File: src/rtl/cpu_pkg.sv
// Shared CPU definitions: condition codes, NZCV flag bit positions and retire-stage states.
package cpu_pkg;

  typedef enum logic [3:0] {
    COND_EQ = 4'h0,
    COND_NE = 4'h1,
    COND_CS = 4'h2,
    COND_CC = 4'h3,
    COND_MI = 4'h4,
    COND_PL = 4'h5,
    COND_VS = 4'h6,
    COND_VC = 4'h7,
    COND_HI = 4'h8,
    COND_LS = 4'h9,
    COND_GE = 4'hA,
    COND_LT = 4'hB,
    COND_GT = 4'hC,
    COND_LE = 4'hD,
    COND_AL = 4'hE,
    COND_NV = 4'hF
  } cond_e;

  localparam int unsigned FLAG_N = 3;
  localparam int unsigned FLAG_Z = 2;
  localparam int unsigned FLAG_C = 1;
  localparam int unsigned FLAG_V = 0;

  typedef enum logic {
    RUN  = 1'b0,
    HALT = 1'b1
  } stage_state_e;

endpackage

File: src/rtl/cond_check.sv
// Combinational condition evaluator: decides whether an instruction executes given NZCV.
module cond_check
  import cpu_pkg::*;
(
  input  logic [3:0] flags,
  input  logic [3:0] cond,
  output logic       cond_ex
);

  logic n, z, c, v;

  assign n = flags[FLAG_N];
  assign z = flags[FLAG_Z];
  assign c = flags[FLAG_C];
  assign v = flags[FLAG_V];

  always_comb begin
    cond_ex = 1'b0;
    case (cond_e'(cond))
      COND_EQ: cond_ex = z;
      COND_NE: cond_ex = !z;
      COND_CS: cond_ex = c;
      COND_CC: cond_ex = !c;
      COND_MI: cond_ex = n;
      COND_PL: cond_ex = !n;
      COND_VS: cond_ex = v;
      COND_VC: cond_ex = !v;
      COND_HI: cond_ex = c && !z;
      COND_LS: cond_ex = !c || z;
      COND_GE: cond_ex = (n == v);
      COND_LT: cond_ex = (n != v);
      COND_GT: cond_ex = !z && (n == v);
      COND_LE: cond_ex = z || (n != v);
      COND_AL: cond_ex = 1'b1;
      COND_NV: cond_ex = 1'b0;
      default: cond_ex = 1'b0;
    endcase
  end

endmodule

File: src/rtl/cond_retire_stage.sv
// Post-ALU retire stage: owns NZCV, gates side-effecting writes by the condition,
// emits one retire beat per instruction and parks in HALT after a taken Finished instruction.
module cond_retire_stage
  import cpu_pkg::*;
#(
  parameter int unsigned DATA_W = 32,
  parameter int unsigned RD_W   = 4,
  parameter int unsigned CNT_W  = 16
) (
  input  logic              clk,
  input  logic              reset,
  input  logic              in_valid,
  output logic              in_ready,
  input  logic [DATA_W-1:0] alu_result,
  input  logic [3:0]        alu_flags,
  input  logic              alu_finished,
  input  logic [3:0]        cond,
  input  logic [1:0]        flag_w,
  input  logic [RD_W-1:0]   rd,
  input  logic              reg_write,
  input  logic              mem_write,
  input  logic              pc_src,
  output logic              out_valid,
  input  logic              out_ready,
  output logic [DATA_W-1:0] out_result,
  output logic [RD_W-1:0]   out_rd,
  output logic              out_reg_write,
  output logic              out_mem_write,
  output logic              out_pc_src,
  output logic              out_cond_ex,
  output logic [3:0]        flags_q,
  output logic              halted,
  output logic [CNT_W-1:0]  retired_cnt,
  output logic [CNT_W-1:0]  squashed_cnt
);

  stage_state_e state;
  logic         cond_ex;
  logic         accept;

  // Condition is judged against the flags as they stand before this beat updates them.
  cond_check u_cond_check (
    .flags   (flags_q),
    .cond    (cond),
    .cond_ex (cond_ex)
  );

  // No skid buffer: a held beat blocks intake until downstream takes it.
  assign in_ready = (state == RUN) && (!out_valid || out_ready);
  assign accept   = in_valid && in_ready;
  assign halted   = (state == HALT);

  always_ff @(posedge clk or posedge reset) begin
    if (reset) begin
      state         <= RUN;
      out_valid     <= 1'b0;
      out_result    <= '0;
      out_rd        <= '0;
      out_reg_write <= 1'b0;
      out_mem_write <= 1'b0;
      out_pc_src    <= 1'b0;
      out_cond_ex   <= 1'b0;
      flags_q       <= 4'b0000;
      retired_cnt   <= '0;
      squashed_cnt  <= '0;
    end else if (accept) begin
      out_valid     <= 1'b1;
      out_result    <= alu_result;
      out_rd        <= rd;
      out_reg_write <= reg_write && cond_ex;
      out_mem_write <= mem_write && cond_ex;
      out_pc_src    <= pc_src && cond_ex;
      out_cond_ex   <= cond_ex;
      if (cond_ex) begin
        if (flag_w[1]) flags_q[FLAG_N:FLAG_Z] <= alu_flags[FLAG_N:FLAG_Z];
        if (flag_w[0]) flags_q[FLAG_C:FLAG_V] <= alu_flags[FLAG_C:FLAG_V];
        if (retired_cnt != {CNT_W{1'b1}}) retired_cnt <= retired_cnt + CNT_W'(1);
        if (alu_finished) state <= HALT;
      end else begin
        if (squashed_cnt != {CNT_W{1'b1}}) squashed_cnt <= squashed_cnt + CNT_W'(1);
      end
    end else if (out_valid && out_ready) begin
      out_valid <= 1'b0;
    end
  end

endmodule

File: config.mk
export PLATFORM = sky130hd
export DESIGN_NAME = cond_retire_stage
export DESIGN_NICKNAME = d
export VERILOG_FILES = /design/src/rtl/cpu_pkg.sv /design/src/rtl/cond_check.sv /design/src/rtl/cond_retire_stage.sv
export SDC_FILE = /design/constraint.sdc
export NUM_CORES = 1
export LEC_CHECK = 0
export ABC_AREA = 1
export BUFFER_PORTS_ARGS = -buffer_cell sky130_fd_sc_hd__buf_4
export CORE_ASPECT_RATIO = 0.5
export CORE_MARGIN = 2
export CORE_UTILIZATION = 45
export DETAILED_ROUTE_END_ITERATION = 8
export PLACE_DENSITY = 0.76
export SLEW_MARGIN = 20
export SYNTH_ARGS = -nofsm -noshare
export SYNTH_HDL_FRONTEND = slang
export SYNTH_SLANG_ARGS = --single-unit
File: constraint.sdc
create_clock -name clk -period 2.25 [get_ports clk]
set_input_delay 0.45 -clock clk [delete_from_list [all_inputs] [get_ports clk]]
set_output_delay 0.45 -clock clk [all_outputs]
set_load 0.005 [all_outputs]
; Word level (Yosys, flattened, before mapping)
; Index checks and enable logic that the tools add are counted.
[classes]
addsub = 2
eq_ne = 19
mux = 3
bitwise = 2
n_reduce_logical = 23
[ops]
columns = cell, n
row1 = $add 16x1->16 const B, 2
row2 = $eq 4x4->1 const B, 8
row3 = $ne 16x16->1 const B, 2
row4 = $eq 4x3->1 const B, 4
row5 = $pmux 1 s16, 1
row6 = $reduce_and 3->1, 5
row7 = $eq 4x2->1 const B, 2
row8 = $logic_and 1x1->1, 8
row9 = $logic_not 1->1, 5
row10 = $eq 4x1->1 const B, 1
row11 = $logic_not 4->1, 1
row12 = $logic_or 1x1->1, 3
row13 = $mux 1, 2
row14 = $not 1->1, 2
row15 = $reduce_bool 2->1, 1
row16 = $eq 1x1->1, 1
row17 = $ne 1x1->1, 1
[word_totals]
ff_bits = 78
inputBits = 54
output_inout_bits = 79
wordCells = 61

; Logic depth before layout (Yosys ltp)
[logic_depth]
depth_word = 5
mapped_depth = 14
depth_no_buf = 13

; Modules after synthesis
; Synthesis repeated with hierarchy kept, for this count alone.
[unflattened]
cells_unflattened = 527
hier_area_um2 = 3916.3
[modules_own_cells]
columns = mod, n_inst, cells_each, area_each_um2, seq_area_each_um2
row1 = cond_retire_stage, 1, 482, 3711.1, 1951.9
row2 = cond_check, 1, 45, 205.2, 0.0

; Worst setup path before layout
; Ideal clock, no wire load.
[synth_timing]
path_kind = register -> register
start = register retired_cnt[0]
end = register retired_cnt[10]
setup_time_ns = 0.117
t_arrival_ns = 1.590
t_required_ns = 2.133
path_slack_ns = 0.543
path_stages_with_launch = 10
n_path_buf = 1
period_less_slack_ns = 1.707
cell_sequence = dfrtp_1 > ha_1 > nand3_2 > nor2_4 > nand2_2 > nor3_4 > nand4_4 > buf_2 > nand4_1 > nand2_1
[synth_between]
elab_chain_cells = 2
elab_cells_between_ends = 3
cone_classes = add/sub: 1 / eq/ne: 1 / reduce/logical: 1
[synth_lines]
columns = element, line_no
row1 = "start, declared", cond_retire_stage.sv:33  ; output logic [CNT_W-1:0] retired_cnt,
row2 = "start signal, assigned", cond_retire_stage.sv:77  ; if (retired_cnt != {CNT_W{1'b1}}) retired_cnt <= retired_cnt + CNT_W'(1);
row3 = "parallel branches: the longest is 2 deep, another holds $add 16x1->16", --
; Several ways; the timed one is not identified.
; A chain may end at the register's enable or synchronous reset.

; Final worst setup path
; Same ends and word-level chain as after synthesis.

==> results.yml <==
run_status:
  status: "finished, final reports clean"
die:
  fp.dieH_um: 69.75
  initial_core_util_pct: 47.43
  rows: 23
  dieWidth_um: 135.5
  core_mm2: 0.008202
  io_pins: 133
  dieArea_mm2: 0.009449
timing:
  max_slew_margin_pct: 59.11
  setup_tns_ps: 0
  rsz0062_at_grt: "no"
  fin_crit_ps: 2022
  min_period_over_period_pct: 89.86
  finClkSkew_ps: 8.813
  setup_viol: 0
  worst_pin_slew_ps: 613.4
  drv_slew: 0
  clock.fmax_ghz: 0.4946
  hold_viol: 0
  whs_ps: 307.2
layout:
  final_cells: 744
  antenna_cells: 0
  fillers: 713
  register_area_mm2: 0.001952
  fin_nets: 683
  multi_input_area_mm2: 0.001757
  final_cell_mix: "nand2_1, buf_4, dfrtp_1"
  drive_gt1_share_pct: 26.74
  syn_to_final_growth_pct: 37.25
  finish.instance_area_mm2: 0.005339
  final_common_cell: "nand2_1"
clock_tree:
  clk_latency_ps: 330
  htreeDepth: 3
  clk_pin_slew_worst_paths_ps: 60
  cts_tree: "yes"
  numCtsBuffers: 9
  root_buffer: "clkbuf_16"
  cts_sinks: 78
  cts_hold_buf: 1
  cts.path.max_buffers: 2
  cts.repair.resized: 0
  postCtsSetupRepairBufs: 0
yosys:
  yosysWarnings: 0
  yosys_register_bits: 78
  syn_avg_cell_area_um2: 7.890
  syn-num-nets: 549
  ys_seq_area_share_pct: 50.18
  synth_top_flop_cell: "dfrtp_1"
  synth_edf_count: 0
  async_flop_share_pct: 100.0
  synth_cell_type_count: 30
  syn_inst: 493
  syn_area_mm2: 0.003890
drt:
  drt_pass1_iterations: 5
  drt_iter0_markers: 241
  vias: 3594
  drc_errors: 0
  post_drt_wl_per_cell_um: 12.84
  ant_nets: 0
  viasPerCell: 4.831
  routed_wl_um: 9553
setup_path:
  cp_slowest_cell: "dfrtp_1"
  criticalPathCategory: "reg2reg"
  startpoint_type: "flip-flop"
  max_stage_delay_ps: 420
  worst_path_most_repeated_cell: "nand2_1"
  path_cells: "ha_1, nand3_2, nor2_4, nand2_2, nor3_4, nand4_4, nand3_4, nand2_1, nand2_1"
  cp_max_fo: 16
  worst-path-buf-inv: 0
  cp.arrival_ps: 2290
  required_ps: 2520
  crit_family: "simple AND/OR/NAND/NOR gates"
  setup.worst_path.end_class: "flip-flop"
pwr:
  pwr-share-comb_pct: 32.3
  leakagePower_nw: 2.884
  power_frac_seq_pct: 39.4
  switchingPower_w: 0.001787
  power.density_mw_per_mm2: 1035
  total_power_w: 0.005525
  pwr-share-clk_pct: 28.2
  peakVddDrop_v: 0.0005531
  p_int_w: 0.003739
  netSwitchingFraction_pct: 32.34
global_routing:
  grt_first_pass_wirelength_um: 16060
  grt_start_max_net_pins: 64
  antenna_found_initial: 0
  gr-usage-all-layers_pct: 21.04
  grt_overflow: 0
  grt_pass1_vias: 3486
placed_design:
  placed_area_mm2: 0.005006
  hpwl_um: 6636
  gp_congestion: 0.8349
  placed_cells: 727
  port_buffers: 132
min_path:
  hold_path_class: "in2reg"
run:
  cap_violations: 0
==> cell usage after synthesis (2+ instances only) <==
master    instances  share of area (%)
xor2_1           17                3.8
nor3_1            3               0.39
inv_2             5               0.48
o21ai_1           6               0.77
nor4_1            3               0.48
o211ai_1          2               0.39
dfrtp_1          78                 50
nand3_4           2               0.90
nand3_1          25                3.2
buf_4             2               0.39
nand4_1          21                3.4
ha_1              2               0.64
a21oi_1           2               0.26
buf_1             5               0.48
inv_1            21                2.0
nor2_1           24                2.3
buf_2             4               0.51
xnor2_1          11                2.5
clkbuf_1          5               0.48
nand2_1         245                 24
==> state kept, by name, indices dropped and copies added (netlist names) <==
name / cells
squashed_cnt: 16
out_reg_write: 1
halted: 1
out_pc_src: 1
retired_cnt: 16
out_result: 32
out_rd: 4
out_mem_write: 1
out_cond_ex: 1
flags_q: 4
out_valid: 1
==> path summary, 6_finish.rpt <==
check,startpoint,slack (ps),cells past startpoint,to
max,retired_cnt[0],230,9,retired_cnt[10]
min,rd[2],310,3,out_rd[2]
max reg2reg,retired_cnt[0],230,9,retired_cnt[10]
min reg2reg,out_result[26],480,2,out_result[26]
max in group asynchronous,reset,940,4,retired_cnt[8]
min in group asynchronous,reset,540,3,out_result[2]
==> area by class of cell <==
type | instances | area share, %
inverter | 26 | 1.898
clock buffer | 10 | 4.289
timing repair buffer | 140 | 19.97
sequential | 78 | 36.56
multi-input combinational | 372 | 32.90
tap | 112 | 2.625
clock inverter | 6 | 1.758
==> stage by stage <==
stage | utilization, % | worst slack [ps]
floorplan | - | 543.0
global placement | 61.04 | 279.1
detailed placement | 61.04 | 205.9
CTS | 65.10 | 222.9
global route | 65.10 | 36.04
finish | 65.10 | 228.1
==> kinds of logic (layout without fill, tap and decap cells) <==
group	count (synthesis)	count (layout)	synth area share [%]
XOR/XNOR	28	28	6.304
AO/OA/AOI/OAI	12	12	1.737
flip-flops	78	78	50.18
adder cells (fa/ha/maj)	2	2	0.6432
AND/OR/NAND/NOR	330	330	36.47
buffers and inverters	43	182	4.664
==> power groups by stage <==
stage / sequential, W / combinational (W) / clock [W]
after global placement: 0.00219 / 0.00176 / 0
after detailed placement: 0.00218 / 0.00181 / 0
after global routing: 0.00224 / 0.00200 / 0.00165
final: 0.00218 / 0.00179 / 0.00156
after floorplan: 0.00218 / 0.000815 / 0
after CTS: 0.00218 / 0.00181 / 0.00160
==> worst reg2reg max path, delay by kind of cell (launching register included) <==
family                     cells  cell delay, ps
and+or+nand+nor                8            1320
DFF                            1             420
adders and majority gates      1             220
==> routing by layer <==
| metal | part of all wire (%) | vias to the layer above | GRT usage [%] |
|---|---|---|---|
| li1 | - | 1824 | - |
| met1 | 45 | 1679 | 27.09 |
| met3 | 5.1 | 7 | 5.336 |
| met2 | 49 | 84 | 35.70 |
| met4 | 0.95 | 0 | 5.208 |
| met5 | 0 | - | 0 |
Power figures use the tool's default switching activity.
